`src/rtl/keccak_pkg.sv`:
```
// keccak_pkg: shared types and constants for the Keccak core arbiter.
//   arb_state_t        - arbiter FSM state encoding (IDLE/ABSORB/SQUEEZE/FLUSH)
//   HDR_*_BIT / HDR_*  - header-word flag positions understood by the Keccak core
package keccak_pkg;

    typedef enum logic [1:0] {
        ST_IDLE    = 2'd0,
        ST_ABSORB  = 2'd1,
        ST_SQUEEZE = 2'd2,
        ST_FLUSH   = 2'd3
    } arb_state_t;

    // Header word flags: bit 30 selects SHAKE256, bit 31 marks the last block.
    localparam int          HDR_SHAKE256_BIT   = 30;
    localparam int          HDR_LAST_BLOCK_BIT = 31;
    localparam logic [31:0] HDR_SHAKE256       = 32'h1 << HDR_SHAKE256_BIT;
    localparam logic [31:0] HDR_LAST_BLOCK     = 32'h1 << HDR_LAST_BLOCK_BIT;

endpackage

```
`src/rtl/keccak_arbiter_rr_pick.sv`:
```
// rr_pick: combinational round-robin picker.
//   req        in  NUM_REQ  request vector
//   last_owner in  IDX_W    index of the previous owner; search starts one above it
//   winner     out NUM_REQ  one-hot winner, all-zero when no request is pending
module rr_pick #(
    parameter  int NUM_REQ = 2,
    localparam int IDX_W   = $clog2(NUM_REQ)
) (
    input  logic [NUM_REQ-1:0] req,
    input  logic [IDX_W-1:0]   last_owner,
    output logic [NUM_REQ-1:0] winner
);

    logic [IDX_W-1:0] w_idx;
    logic             w_found;

    // Walk the ring once starting at last_owner+1; the first requester hit wins.
    always_comb begin
        winner  = '0;
        w_found = 1'b0;
        w_idx   = last_owner;
        for (int i = 0; i < NUM_REQ; i++) begin
            w_idx = (w_idx == IDX_W'(NUM_REQ - 1)) ? '0 : w_idx + 1'b1;
            if (!w_found && req[w_idx]) begin
                winner[w_idx] = 1'b1;
                w_found       = 1'b1;
            end
        end
    end

endmodule

```
`src/rtl/keccak_arbiter.sv`:
```
// keccak_arbiter: shares one Keccak core between NUM_REQ requesters.
// A job is granted in IDLE, streams input words through to the core (ABSORB),
// streams output words back (SQUEEZE) until the latched word count is used up,
// then spends one FLUSH cycle pulsing core_force_done and rsp_done[owner].
// All data/handshake paths are combinational pass-through muxes.
//
// Ports:
//   clk, rst            clock, synchronous active-high reset
//   req / grant         per-requester request, one-hot owner (0 when idle)
//   req_din*            per-requester input words, valid, last, ready
//   req_out_words       per-requester count of 32-bit output words wanted
//   rsp_dout*           core output broadcast, per-requester valid/ready
//   rsp_done / rsp_err  one-cycle end-of-job / watchdog-abort pulses
//   core_*              1:1 to keccak_top din/din_valid/din_ready/dout/
//                       dout_valid/dout_ready/force_done
//
// Optional feature: define KECCAK_ARB_TIMEOUT_EN to build a watchdog that
// forces FLUSH (with rsp_err) after TIMEOUT_CYC cycles without a handshake.
module keccak_arbiter
    import keccak_pkg::*;
#(
    parameter int NUM_REQ     = 2,
    parameter int OUT_CNT_W   = 16,
    parameter int TIMEOUT_CYC = 1024
) (
    input  logic                         clk,
    input  logic                         rst,
    input  logic [NUM_REQ-1:0]           req,
    output logic [NUM_REQ-1:0]           grant,
    input  logic [NUM_REQ*32-1:0]        req_din,
    input  logic [NUM_REQ-1:0]           req_din_valid,
    input  logic [NUM_REQ-1:0]           req_din_last,
    output logic [NUM_REQ-1:0]           req_din_ready,
    input  logic [NUM_REQ*OUT_CNT_W-1:0] req_out_words,
    output logic [31:0]                  rsp_dout,
    output logic [NUM_REQ-1:0]           rsp_dout_valid,
    input  logic [NUM_REQ-1:0]           rsp_dout_ready,
    output logic [NUM_REQ-1:0]           rsp_done,
    output logic [NUM_REQ-1:0]           rsp_err,
    output logic [31:0]                  core_din,
    output logic                         core_din_valid,
    input  logic                         core_din_ready,
    input  logic [31:0]                  core_dout,
    input  logic                         core_dout_valid,
    output logic                         core_dout_ready,
    output logic                         core_force_done
);

    localparam int IDX_W = $clog2(NUM_REQ);

    arb_state_t             r_state;
    logic [NUM_REQ-1:0]     r_grant;
    logic [NUM_REQ-1:0]     r_done;
    logic                   r_force_done;
    logic [IDX_W-1:0]       r_owner;
    logic [IDX_W-1:0]       r_last_owner;
    logic [OUT_CNT_W-1:0]   r_cnt;

    logic [NUM_REQ-1:0]     w_win;
    logic [IDX_W-1:0]       w_win_idx;
    logic [OUT_CNT_W-1:0]   w_win_words;
    logic                   w_last;
    logic                   w_in_hs;
    logic                   w_out_hs;

    rr_pick #(.NUM_REQ(NUM_REQ)) u_pick (
        .req        (req),
        .last_owner (r_last_owner),
        .winner     (w_win)
    );

    // Winner index and its requested output length, for latching in IDLE.
    always_comb begin
        w_win_idx   = '0;
        w_win_words = '0;
        for (int i = 0; i < NUM_REQ; i++) begin
            if (w_win[i]) begin
                w_win_idx   = IDX_W'(i);
                w_win_words = req_out_words[i*OUT_CNT_W +: OUT_CNT_W];
            end
        end
    end

    // Pass-through muxes steered by the registered one-hot grant and the
    // phase; everything not owned or out of phase is held at 0.
    always_comb begin
        core_din        = '0;
        core_din_valid  = 1'b0;
        w_last          = 1'b0;
        req_din_ready   = '0;
        core_dout_ready = 1'b0;
        rsp_dout_valid  = '0;
        for (int i = 0; i < NUM_REQ; i++) begin
            if (r_grant[i] && r_state == ST_ABSORB) begin
                core_din         = req_din[i*32 +: 32];
                core_din_valid   = req_din_valid[i];
                w_last           = req_din_last[i];
                req_din_ready[i] = core_din_ready;
            end
            if (r_grant[i] && r_state == ST_SQUEEZE) begin
                core_dout_ready   = rsp_dout_ready[i];
                rsp_dout_valid[i] = core_dout_valid;
            end
        end
    end

    assign w_in_hs  = core_din_valid && core_din_ready;
    assign w_out_hs = core_dout_valid && core_dout_ready;

    assign rsp_dout        = core_dout;
    assign grant           = r_grant;
    assign rsp_done        = r_done;
    assign core_force_done = r_force_done;

`ifdef KECCAK_ARB_TIMEOUT_EN
    localparam int WD_W = $clog2(TIMEOUT_CYC);
    logic [WD_W-1:0]    r_wdog;
    logic [NUM_REQ-1:0] r_err;
    assign rsp_err = r_err;
`else
    assign rsp_err = '0;
`endif

    always_ff @(posedge clk) begin
        if (rst) begin
            r_state      <= ST_IDLE;
            r_grant      <= '0;
            r_done       <= '0;
            r_force_done <= 1'b0;
            r_owner      <= '0;
            r_last_owner <= IDX_W'(NUM_REQ - 1);
            r_cnt        <= '0;
`ifdef KECCAK_ARB_TIMEOUT_EN
            r_wdog       <= '0;
            r_err        <= '0;
`endif
        end else begin
            // Done/force_done/err are single-cycle pulses covering FLUSH.
            r_done       <= '0;
            r_force_done <= 1'b0;
`ifdef KECCAK_ARB_TIMEOUT_EN
            r_err        <= '0;
`endif
            case (r_state)
                ST_IDLE: begin
                    if (|req) begin
                        r_grant <= w_win;
                        r_owner <= w_win_idx;
                        r_cnt   <= w_win_words;
                        r_state <= ST_ABSORB;
                    end
                end
                ST_ABSORB: begin
                    if (w_in_hs && w_last) begin
                        if (r_cnt == '0) begin
                            r_state      <= ST_FLUSH;
                            r_done       <= r_grant;
                            r_force_done <= 1'b1;
                        end else begin
                            r_state <= ST_SQUEEZE;
                        end
                    end
                end
                ST_SQUEEZE: begin
                    if (w_out_hs) begin
                        r_cnt <= r_cnt - OUT_CNT_W'(1);
                        if (r_cnt == OUT_CNT_W'(1)) begin
                            r_state      <= ST_FLUSH;
                            r_done       <= r_grant;
                            r_force_done <= 1'b1;
                        end
                    end
                end
                ST_FLUSH: begin
                    r_grant      <= '0;
                    r_last_owner <= r_owner;
                    r_state      <= ST_IDLE;
                end
                default: r_state <= ST_IDLE;
            endcase
`ifdef KECCAK_ARB_TIMEOUT_EN
            // A hit only happens on a cycle with no handshake, so it never
            // collides with the ABSORB/SQUEEZE transitions above.
            if (r_state == ST_ABSORB || r_state == ST_SQUEEZE) begin
                if (w_in_hs || w_out_hs) begin
                    r_wdog <= '0;
                end else if (r_wdog == WD_W'(TIMEOUT_CYC - 1)) begin
                    r_state      <= ST_FLUSH;
                    r_done       <= r_grant;
                    r_err        <= r_grant;
                    r_force_done <= 1'b1;
                end else begin
                    r_wdog <= r_wdog + 1'b1;
                end
            end else begin
                r_wdog <= '0;
            end
`endif
        end
    end

endmodule
```
`config.mk`:
```
export PLATFORM = sky130hd
export DESIGN_NAME = keccak_arbiter
export DESIGN_NICKNAME = d
export VERILOG_FILES = /design/src/rtl/keccak_pkg.sv /design/src/rtl/keccak_arbiter_rr_pick.sv /design/src/rtl/keccak_arbiter.sv
export SDC_FILE = /design/constraint.sdc
export NUM_CORES = 1
export LEC_CHECK = 0
export CAP_MARGIN = 25
export CORE_MARGIN = 5
export CORE_UTILIZATION = 33
export DETAILED_ROUTE_END_ITERATION = 16
export PLACE_DENSITY = 0.94
export SLEW_MARGIN = 5
export SYNTH_ARGS = -nofsm -noshare
export SYNTH_HDL_FRONTEND = slang
export SYNTH_SLANG_ARGS = --single-unit
```
`constraint.sdc`:
```
create_clock -name clk -period 6.4 [get_ports clk]
set_clock_uncertainty 0.2 [all_clocks]
set_input_delay 0.64 -clock clk [delete_from_list [all_inputs] [get_ports clk]]
set_output_delay 0.64 -clock clk [all_outputs]
set_load 0.03 [all_outputs]
```
# == Yosys cells after proc, flatten, opt, wreduce, memory -nomap -nowiden ==
# Cells that the tools add are included.
# totals
register_bits,25
in_bits,140
# op_classes
add_sub_neg,3
magnitude_cmp,4
n_eq_ne,8
n_mux,49
n_bitwise,1
reduce_logical,20
# op_table
op,count
2-to-1 mux 16 bit,4
2-to-1 mux 32 bit,2
case mux 16 bit (2 select lines),1
2-to-1 mux 1 bit,25
2-to-1 mux 2 bit,11
equality test 16 x 1 -> 1 bit (second input constant),1
logical NOT 16 bit,1
subtractor 16 x 1 -> 16 bit (second input constant),1
logical AND 1 bit,10
case mux 2 bit (2 select lines),2
case mux 2 bit (4 select lines),1
equality test 2 bit (second input constant),2
less-than comparator 1 x 2 -> 1 bit (second input constant),2
!= test 2 x 1 -> 1 bit (second input constant),2
!= test 2 bit (second input constant),2
AND reduction 2 bit,2
AND reduction 4 bit,1
nonzero test 2 bit,2
AND reduction 3 bit,1
adder 1 bit (second input constant),2
demux 1 bit (select 1 bit),2
equality test 2 x 1 -> 1 bit (second input constant),1
greater-or-equal comparator 1 bit (second input constant),2
logical NOT 2 bit,1
4 further kinds,4

# == Logic depth before layout (Yosys ltp) ==
# Gate-level depths: netlist of run 1.
# depth
depth_word,14
mapped_depth,9
ltp_nobuf,7

# == Hierarchy ==
# Synthesis of run 1 repeated with hierarchy kept, for this count alone.
# unflattened
hier_cells,310
area_unflattened_um2,2379.8
# by_module_without_submodules
mod,n_inst,cells_each,area_each_um2,seq_area_each_um2
keccak_arbiter,1,307,2361.0,500.5
rr_pick,1,3,18.8,0.0

# == Worst setup path after synthesis of run 1 ==
# Ideal clock, no wire load.
# synth_path
kind,register to output
start,register r_state[1]
end,output core_din[10]
arrival_time_ns,1.545
required_ns,5.560
slack_ns,4.015
path_stages_with_launch,7
n_path_buf,1
path_cell_list,dfxtp_1 > inv_1 > ha_1 > nand2_1 > nor2_1 > clkbuf_1 > a22o_1
# synth_between
elab_chain_cells,4
elab_cells_between_ends,5
cone_classes,1 x eq/ne; 2 x mux; 2 x reduce/logical
# synth_rtl
item,line_no,rtl
from (decl),keccak_arbiter.sv:51,arb_state_t r_state;
from (signal assigned),keccak_arbiter.sv:126,r_state <= ST_IDLE;
from (signal assigned),keccak_arbiter.sv:150,r_state <= ST_ABSORB;
from (signal assigned),keccak_arbiter.sv:156,r_state <= ST_FLUSH;
equality test 2 x 1 -> 1 bit *,keccak_arbiter.sv:94,if (r_grant[i] && r_state == ST_ABSORB) begin
logical AND 1 bit,keccak_arbiter.sv:94,
2-to-1 mux 32 bit,keccak_arbiter.sv:94,
2-to-1 mux 32 bit *,keccak_arbiter.sv:94,
to (decl),keccak_arbiter.sv:40,"output logic [31:0] core_din,"
# Mark *: on every way between the ends. The rest lies on a longest branch, timed or not.

# == Worst setup path in the final report of run 1 ==
# layout_path
start,register r_state[0]
end,output core_dout_ready
# layout_between
elab_chain_cells,4
elab_cells_between_ends,5
cone_classes,1 x eq/ne; 2 x mux; 2 x reduce/logical
# layout_rtl
item,line_no,rtl
equality test 2 bit *,keccak_arbiter.sv:100,if (r_grant[i] && r_state == ST_SQUEEZE) begin
logical AND 1 bit,keccak_arbiter.sv:100,
2-to-1 mux 1 bit,keccak_arbiter.sv:100,
2-to-1 mux 1 bit *,keccak_arbiter.sv:100,
to (decl),keccak_arbiter.sv:45,"output logic core_dout_ready,"
# Marked as above.

==> flow_summary.yaml, run 1 <==
worst_setup_path:
  critPathRequiredTime_ps: 5560
  path_max_fanout: 40
  endpoint_kind: "output pin"
  r2r-start: "r_state[0]$_SDFFE_PP0P_"
  worstSetupStartpointType: "register"
  r2r_slack_ps: 3630
  path_class: "reg -> out"
  r2r_cells: 8
  cp.arrival_ps: 2740
  rr_endpoint: "r_cnt[0]$_SDFFE_PP0P_"
job:
  max-cap-violations: 0
clocking:
  postCtsSetupBuffers: 0
  cts_tree: "done"
  clk_pin_slew_ps: 90
  hold_buffers: 0
  clockRootBuffer: "clkbuf_8"
  cts_buffers: 3
  clk_path_buf_depth: 2
  insertion_delay_ps: 270
  h-tree-depth: 1
  cts_sinks: 25
  ctsResizeCount: 0
routing:
  dr_wl_met3_um: 982
  dr_total_vias: 2758
  ant_nets: 0
  drtPass1Iterations: 6
  route.met2.wl_um: 4460
  viasPerCell: 5.77
  wl_per_cell_um: 19.8
  wl_met1_um: 3800
  first_iter_violations: 311
  wl_um: 9470
  drc: 0
  highest_layer: "met5"
synthesis:
  synth_seq_cells: 25
  synth_area_per_cell_um2: 7.74
  ys_types: 50
  post-synth-top-count-cell: "buf_4"
  syn_area_um2: 2280
  synth_common_cells: "buf_4 (35), a22o_1 (32), dfxtp_1 (25)"
  synth_warnings: 0
  netlist.area_leader.share_pct: 21.9
  synth_cells: 295
  yosysTopAreaCell: "dfxtp_1"
  synth_edf_count: 0
  synth_area_leaders: "dfxtp_1 (22%), a22o_1 (12%), buf_4 (12%)"
  async_flop_share_pct: 0
  seq_area_frac_synth_pct: 21.9
  synth_flop_cell: "dfxtp_1"
timing:
  max_freq_ghz: 0.279
  setup_viol: 0
  post-route-period-util_pct: 56.0
  setup_tns_ps: 0
  max_slew_margin_pct: 33.1
  worst_pin_slew_ps: 994
  fin_crit_ps: 3580
  grt_setup_unrepaired: "false"
  slew_viol_final: 0
  finalHoldViolCount: 0
die:
  core_um2: 6760
  num_rows: 30
  io_pins: 217
  fp.dieH_um: 93.2
  dieArea_um2: 8690
  die_w_um: 93.2
  start_util_pct: 33.8
pwr:
  power_density_nw_per_um2: 288
  p_leak_uw: 0.00131
  total_power_uw: 1040
  vdd_drop_max_v: 0.000136
finish:
  layout.nets: 547
  fin_util_pct: 53.7
  synthToLayoutAreaGrowth_pct: 58.8
  fin_area_um2: 3630
  n_fill_cell: 617
  final_layout_size_suffix_gt1_share_pct: 4.27
  antennaDiodeCount: 0
min_path:
  min_to: "r_last_owner$_SDFFE_PP1P_"
  hp-start: "r_owner$_SDFFE_PP0P_"
  min_delay_path_depth: 1
  hp-class: "reg -> reg"
placed_design:
  globalplace.congestion: 0.890
  dp.final_hpwl_um: 7480
  port_buffers: 150
  place_area_um2: 3570
run_status:
  outcome: "complete, no violations"
global_routing:
  antenna_found_initial: 1
  grt_max_degree: 41
  track_usage_pct: 20.4
  grt_pass1_vias: 2698
  grt_pass1_wl_um: 14100
  gr-total-overflow: 0
==> flip-flops by register name, summed over array words and instances, names as in the netlist <==
| name | count |
|---|---|
| core_force_done | 1 |
| grant | 2 |
| r_cnt | 16 |
| r_last_owner | 1 |
| r_owner | 1 |
| r_state | 2 |
| rsp_done | 2 |
==> layout by cell type, fill, tap and decap left out, drive strengths merged, types with 4 or more instances in the layout <==
master         count
a211oi             5
a21oi             20
a221oi             7
a22o              32
a32oi              7
and2               6
and3               6
buf                4
clkbuf             4
clkdlybuf4s50    150
dfxtp             25
ha                 8
inv                6
nand2             19
nand3              4
nor2              16
nor3               7
nor4               4
o21ai             19
==> worst max path at each step <==
stage,slack (ps),endpoint,from
global route,2700,core_dout_ready,r_state[0]$_SDFFE_PP0P_
global placement,3030,core_din[6],r_state[1]$_SDFFE_PP0P_
detailed placement,2880,core_din_valid,r_state[1]$_SDFFE_PP0P_
floorplan,4020,core_din[10],r_state[1]$_SDFFE_PP0P_
finish,2820,core_dout_ready,r_state[0]$_SDFFE_PP0P_
CTS,2570,core_din_valid,r_state[1]$_SDFFE_PP0P_
==> final cells by class <==
class,count,area [um^2],area share (%)
Clock buffer,4,45.0,1.24
Inverter,7,26.3,0.724
Multi-Input combinational cell,208,1410,38.9
Sequential cell,25,500,13.8
Tap cell,80,100,2.76
Timing Repair Buffer,154,1550,42.6
==> power breakdown <==
group / internal, uW / switching (uW)
clock network: 44.6 / 50.4
logic: 284 / 391
registers: 205 / 68.3
total: 534 / 510
==> per-layer routing <==
| metal | vias up | GRT usage [%] |
|---|---|---|
| li1 | 1291 | - |
| met1 | 1250 | 26.0 |
| met2 | 188 | 33.7 |
| met3 | 27 | 4.67 |
| met4 | 2 | 7.08 |
| met5 | - | 0 |
==> stage by stage <==
step	hold WS (ps)	setup slack, ps	std cells
final	289	2820	478
after global placement	248	3030	472
after floorplan	236	4020	296
after global routing	317	2700	478
after CTS	292	2570	477
after detailed placement	264	2880	473
==> cells by family after synthesis <==
family                   share of synthesized area (%)
buffers and inverters                             16.6
other                                            0.164
adder cells (fa/ha/maj)                           4.38
AND/OR/NAND/NOR                                   17.6
flip-flops                                        21.9
AO/OA/AOI/OAI                                     38.4
multiplexers                                     0.876
==> critical path, stage by stage (launching register included) <==
cell and delay, ps:
dfxtp_1 350, inv_1 160, ha_1 180, buf_4 350
clkinv_1 370, nor2_1 310, clkdlybuf4s50_1 740
Power figures use the tool's default switching activity.
==> inputs of run 2 (changes only) <==
CORE_UTILIZATION = 28   (was 33)
PLACE_DENSITY = 0.86   (was 0.94)
clock period = 3.2 ns   (was 6.4 ns; I/O delays follow)
==> run 2 against run 1 <==
Setup slack got worse by 2600 ps; flip-flop and latch count unchanged; largest power group unchanged; wire length down 0.21%; first-iteration DRC count is 17% lower; hold slack about the same.
==> flow_summary.yaml, run 2 (synthesis results as in run 1) <==
timing:
  grt_setup_unrepaired: "false"
  worst_pin_slew_ps: 885
  setup_viol: 0
  max_freq_ghz: 0.336
  fin_ws_ps: 222
  setup_tns_ps: 0
  max_slew_margin_pct: 40.6
  slew_viol_final: 0
  fin_crit_ps: 2980
  post-route-period-util_pct: 93.1
  finalHoldViolCount: 0
die:
  io_pins: 217
  core_um2: 8090
  start_util_pct: 28.2
  die_w_um: 100
  dieArea_um2: 10100
  num_rows: 33
  fp.dieH_um: 100
clocking:
  clockRootBuffer: "clkbuf_8"
  insertion_delay_ps: 280
  h-tree-depth: 1
  hold_buffers: 0
  postCtsSetupBuffers: 0
  ctsResizeCount: 0
  clk_path_buf_depth: 2
  cts_tree: "done"
  clk_pin_slew_ps: 90
  cts_sinks: 25
  cts_buffers: 3
worst_setup_path:
  endpoint_kind: "output pin"
  r2r-start: "r_state[0]$_SDFFE_PP0P_"
  path_max_fanout: 32
  max_stage_delay_ps: 700
  critPathLaunch: "r_state[1]$_SDFFE_PP0P_"
  r2r_slack_ps: 720
  path_class: "reg -> out"
  critPathSlowestCell: "clkdlybuf4s50_1"
  cp.arrival_ps: 2460
  worstSetupStartpointType: "register"
  critPathRequiredTime_ps: 2680
  crit_chain: "inv_1 -> ha_1 -> and2_1 -> buf_4 -> a22o_1 -> clkdlybuf4s50_1"
finish:
  top_register: "r_cnt"
  fin_area_um2: 3680
  layout.nets: 550
  largest_reg_flops: 16
  multiInputGateArea_um2: 1410
  final_cell_mix: "clkdlybuf4s50_1 (149), a22o_1 (32), dfxtp_1 (25)"
  synthToLayoutAreaGrowth_pct: 61.0
  n_fill_cell: 796
  fin_util_pct: 45.4
  seqCellArea_um2: 500
  antennaDiodeCount: 0
  final_layout_size_suffix_gt1_share_pct: 5.24
  mostFrequentLayoutCell: "clkdlybuf4s50_1"
routing:
  wl_um: 9450
  ant_nets: 0
  first_iter_violations: 259
  wl_per_cell_um: 18.7
  drc: 0
  drtPass1Iterations: 5
  dr_total_vias: 2675
  viasPerCell: 5.29
placed_design:
  dp.final_hpwl_um: 7510
  place_area_um2: 3630
  globalplace.congestion: 0.885
  pre_cts_slack_ps: 541
  port_buffers: 150
pwr:
  power_frac_seq_pct: 25.4
  vdd_drop_max_v: 0.000308
  p_leak_uw: 0.00133
  pwr-share-comb_pct: 65.3
  netSwitchingFraction_pct: 48.0
  p_sw_uw: 1010
  power.internal_uw: 1090
  power_density_nw_per_um2: 570
  power_frac_clock_pct: 9.3
global_routing:
  grt_pass1_vias: 2566
  gr-total-overflow: 0
  grt_pass1_wl_um: 13900
  antenna_found_initial: 0
  track_usage_pct: 17.2
  grt_max_degree: 33
min_path:
  hp-class: "reg -> reg"
  hp-start: "r_cnt[7]$_SDFFE_PP0P_"
job:
  max-cap-violations: 0
run_status:
  outcome: "complete, no violations"
run 2: final cells by class:
cell class | count | area share, %
Clock buffer | 4 | 1.22
Inverter | 7 | 0.715
Tap cell | 105 | 3.57
Timing Repair Buffer | 157 | 42.5
Sequential cell | 25 | 13.6
Multi-Input combinational cell | 208 | 38.3
run 2: through the flow:
stage	cells	hold WS (ps)	total power, uW
after floorplan	296	219	1480
after global placement	502	246	1840
after detailed placement	502	268	1880
after CTS	506	284	2080
after global routing	506	315	2240
final	506	289	2100
run 2: metal layers:
metal	routed length (um)	vias to the layer above	share of wire (%)	global-route usage [%]
li1	-	1293	-	-
met1	4170	1244	44	24.3
met2	4530	113	48	26.8
met3	613	25	6.5	3.34
met4	137	0	1.4	4.66
met5	0	-	0	0
run 2: power groups by stage:
stage | clock [uW] | combinational, uW | sequential, uW
6_report | 195 | 1370 | 532
5_1_grt | 208 | 1490 | 546
4_1_cts | 194 | 1360 | 528
3_5_place_dp | 0 | 1340 | 534
3_3_place_gp | 0 | 1320 | 526
2_1_floorplan | 0 | 977 | 507
run 2: path summary, 6_finish.rpt:
check / cells past startpoint / end
max: 6 / core_din[31]
min: 2 / r_cnt[7]$_SDFFE_PP0P_
max reg2reg: 7 / r_cnt[6]$_SDFFE_PP0P_
min reg2reg: 2 / r_cnt[7]$_SDFFE_PP0P_
run 2: critical path: cells and delay by family (launching register included):
kind | cells | cell delay, ps
AO/OA/AOI/OAI | 1 | 230
adder cells (fa/ha/maj) | 1 | 270
buffers and inverters | 3 | 1140
flip-flops | 1 | 360
AND/OR/NAND/NOR | 1 | 180
==> inputs of run 3 (changes only) <==
CORE_MARGIN = 4   (was 5)
==> run 3 against run 2 <==
Clock-buffer cell count decreased by 1; largest cell class unchanged; final area increased by 0.20%; maximum frequency decreased by 3.2%; via count decreased by 0.30%; highest routed layer unchanged; combinational power about the same; non-clock buffer count increased by 1.
==> flow_summary.yaml, run 3 (synthesis results as in run 1) <==
finish:
  top_register: "r_cnt"
  final_cell_mix: "clkdlybuf4s50_1 (149), a22o_1 (32), dfxtp_1 (25)"
  synthToLayoutAreaGrowth_pct: 61.3
  layout.nets: 551
  mostFrequentLayoutCell: "clkdlybuf4s50_1"
  n_fill_cell: 779
  final_layout_size_suffix_gt1_share_pct: 5.72
  antennaDiodeCount: 0
  fin_util_pct: 47.0
  largest_reg_flops: 16
worst_setup_path:
  endpoint_kind: "output pin"
  path_class: "reg -> out"
  critPathRequiredTime_ps: 2680
  worstSetupStartpointType: "register"
  cp.arrival_ps: 2560
  path_max_fanout: 32
timing:
  max_freq_ghz: 0.325
  post-route-period-util_pct: 96.1
  fin_crit_ps: 3080
  worst_pin_slew_ps: 667
  fin_ws_ps: 123
  max_slew_margin_pct: 55.6
  grt_setup_unrepaired: "false"
  setup_tns_ps: 0
  finalHoldViolCount: 0
  slew_viol_final: 0
  setup_viol: 0
die:
  core_um2: 7850
  die_w_um: 98.3
  num_rows: 32
  fp.dieH_um: 98.3
  io_pins: 217
  start_util_pct: 29.1
  dieArea_um2: 9670
routing:
  wl_per_cell_um: 19.4
  wl_um: 9770
  dr_total_vias: 2667
  drc: 0
  first_iter_violations: 262
  viasPerCell: 5.29
  ant_nets: 0
  drtPass1Iterations: 4
clocking:
  cts_tree: "done"
  clk_path_buf_depth: 2
  h-tree-depth: 1
  insertion_delay_ps: 280
  postCtsSetupBuffers: 0
  clockRootBuffer: "clkbuf_8"
  ctsResizeCount: 0
  cts_buffers: 3
  cts_sinks: 25
  hold_buffers: 0
  clk_pin_slew_ps: 100
pwr:
  p_leak_uw: 0.00133
  vdd_drop_max_v: 0.000254
  power_density_nw_per_um2: 576
global_routing:
  gr-total-overflow: 0
  grt_pass1_vias: 2710
  grt_pass1_wl_um: 14800
  antenna_found_initial: 0
  grt_max_degree: 33
  track_usage_pct: 18.8
job:
  max-cap-violations: 0
placed_design:
  port_buffers: 150
  dp.final_hpwl_um: 7830
  globalplace.congestion: 0.892
  pre_cts_slack_ps: 471
min_path:
  hp-class: "reg -> reg"
run_status:
  outcome: "complete, no violations"
run 3: final timing paths:
kind                            from                   endpoint  slack (ps)  depth (start not counted)
min             r_owner$_SDFFE_PP0P_  r_last_owner$_SDFFE_PP1P_         280                          1
max          r_state[1]$_SDFFE_PP0P_               core_din[10]         120                          6
min reg2reg     r_owner$_SDFFE_PP0P_  r_last_owner$_SDFFE_PP1P_         280                          1
max reg2reg  r_state[0]$_SDFFE_PP0P_     r_cnt[12]$_SDFFE_PP0P_         660                          8
run 3: power breakdown:
group | switching, uW | internal, uW | total [uW] | leakage [uW]
clock | 113 | 88.6 | 202 | 0.0000217
combinational | 781 | 597 | 1380 | 0.00111
sequential | 133 | 410 | 543 | 0.000205
run 3: layer usage:
metal  wire length (um)  vias to the layer above  GRT usage, %
met2               4840                      116          31.4
met4                150                        0          4.20
met3                699                       17          4.50
li1                   -                     1295             -
met5                  0                        -             0
met1               4080                     1239          24.6
run 3: final cells by class:
type | count | area, um^2 | area share (%)
clock buffers | 3 | 41.3 | 1.12
clock inverters | 1 | 7.51 | 0.204
inverters | 7 | 26.3 | 0.713
multi-input cells | 208 | 1410 | 38.3
flip-flops and latches | 25 | 500 | 13.6
well taps | 102 | 128 | 3.46
repair buffers | 158 | 1570 | 42.6
run 3: stage by stage:
step	area, um^2	instances	hold slack (ps)	power (uW)
after floorplan	2290	296	219	1480
after global placement	3640	500	243	1840
after detailed placement	3640	500	258	1890
after CTS	3680	504	282	2110
after global routing	3680	504	315	2270
final	3680	504	284	2120
run 3: worst max-delay path: stages, from the launching register on:
cell and delay, ps:
dfxtp_1 380, inv_1 130, ha_1 270, and2_1 180
buf_4 320, a22o_1 280, clkdlybuf4s50_1 700
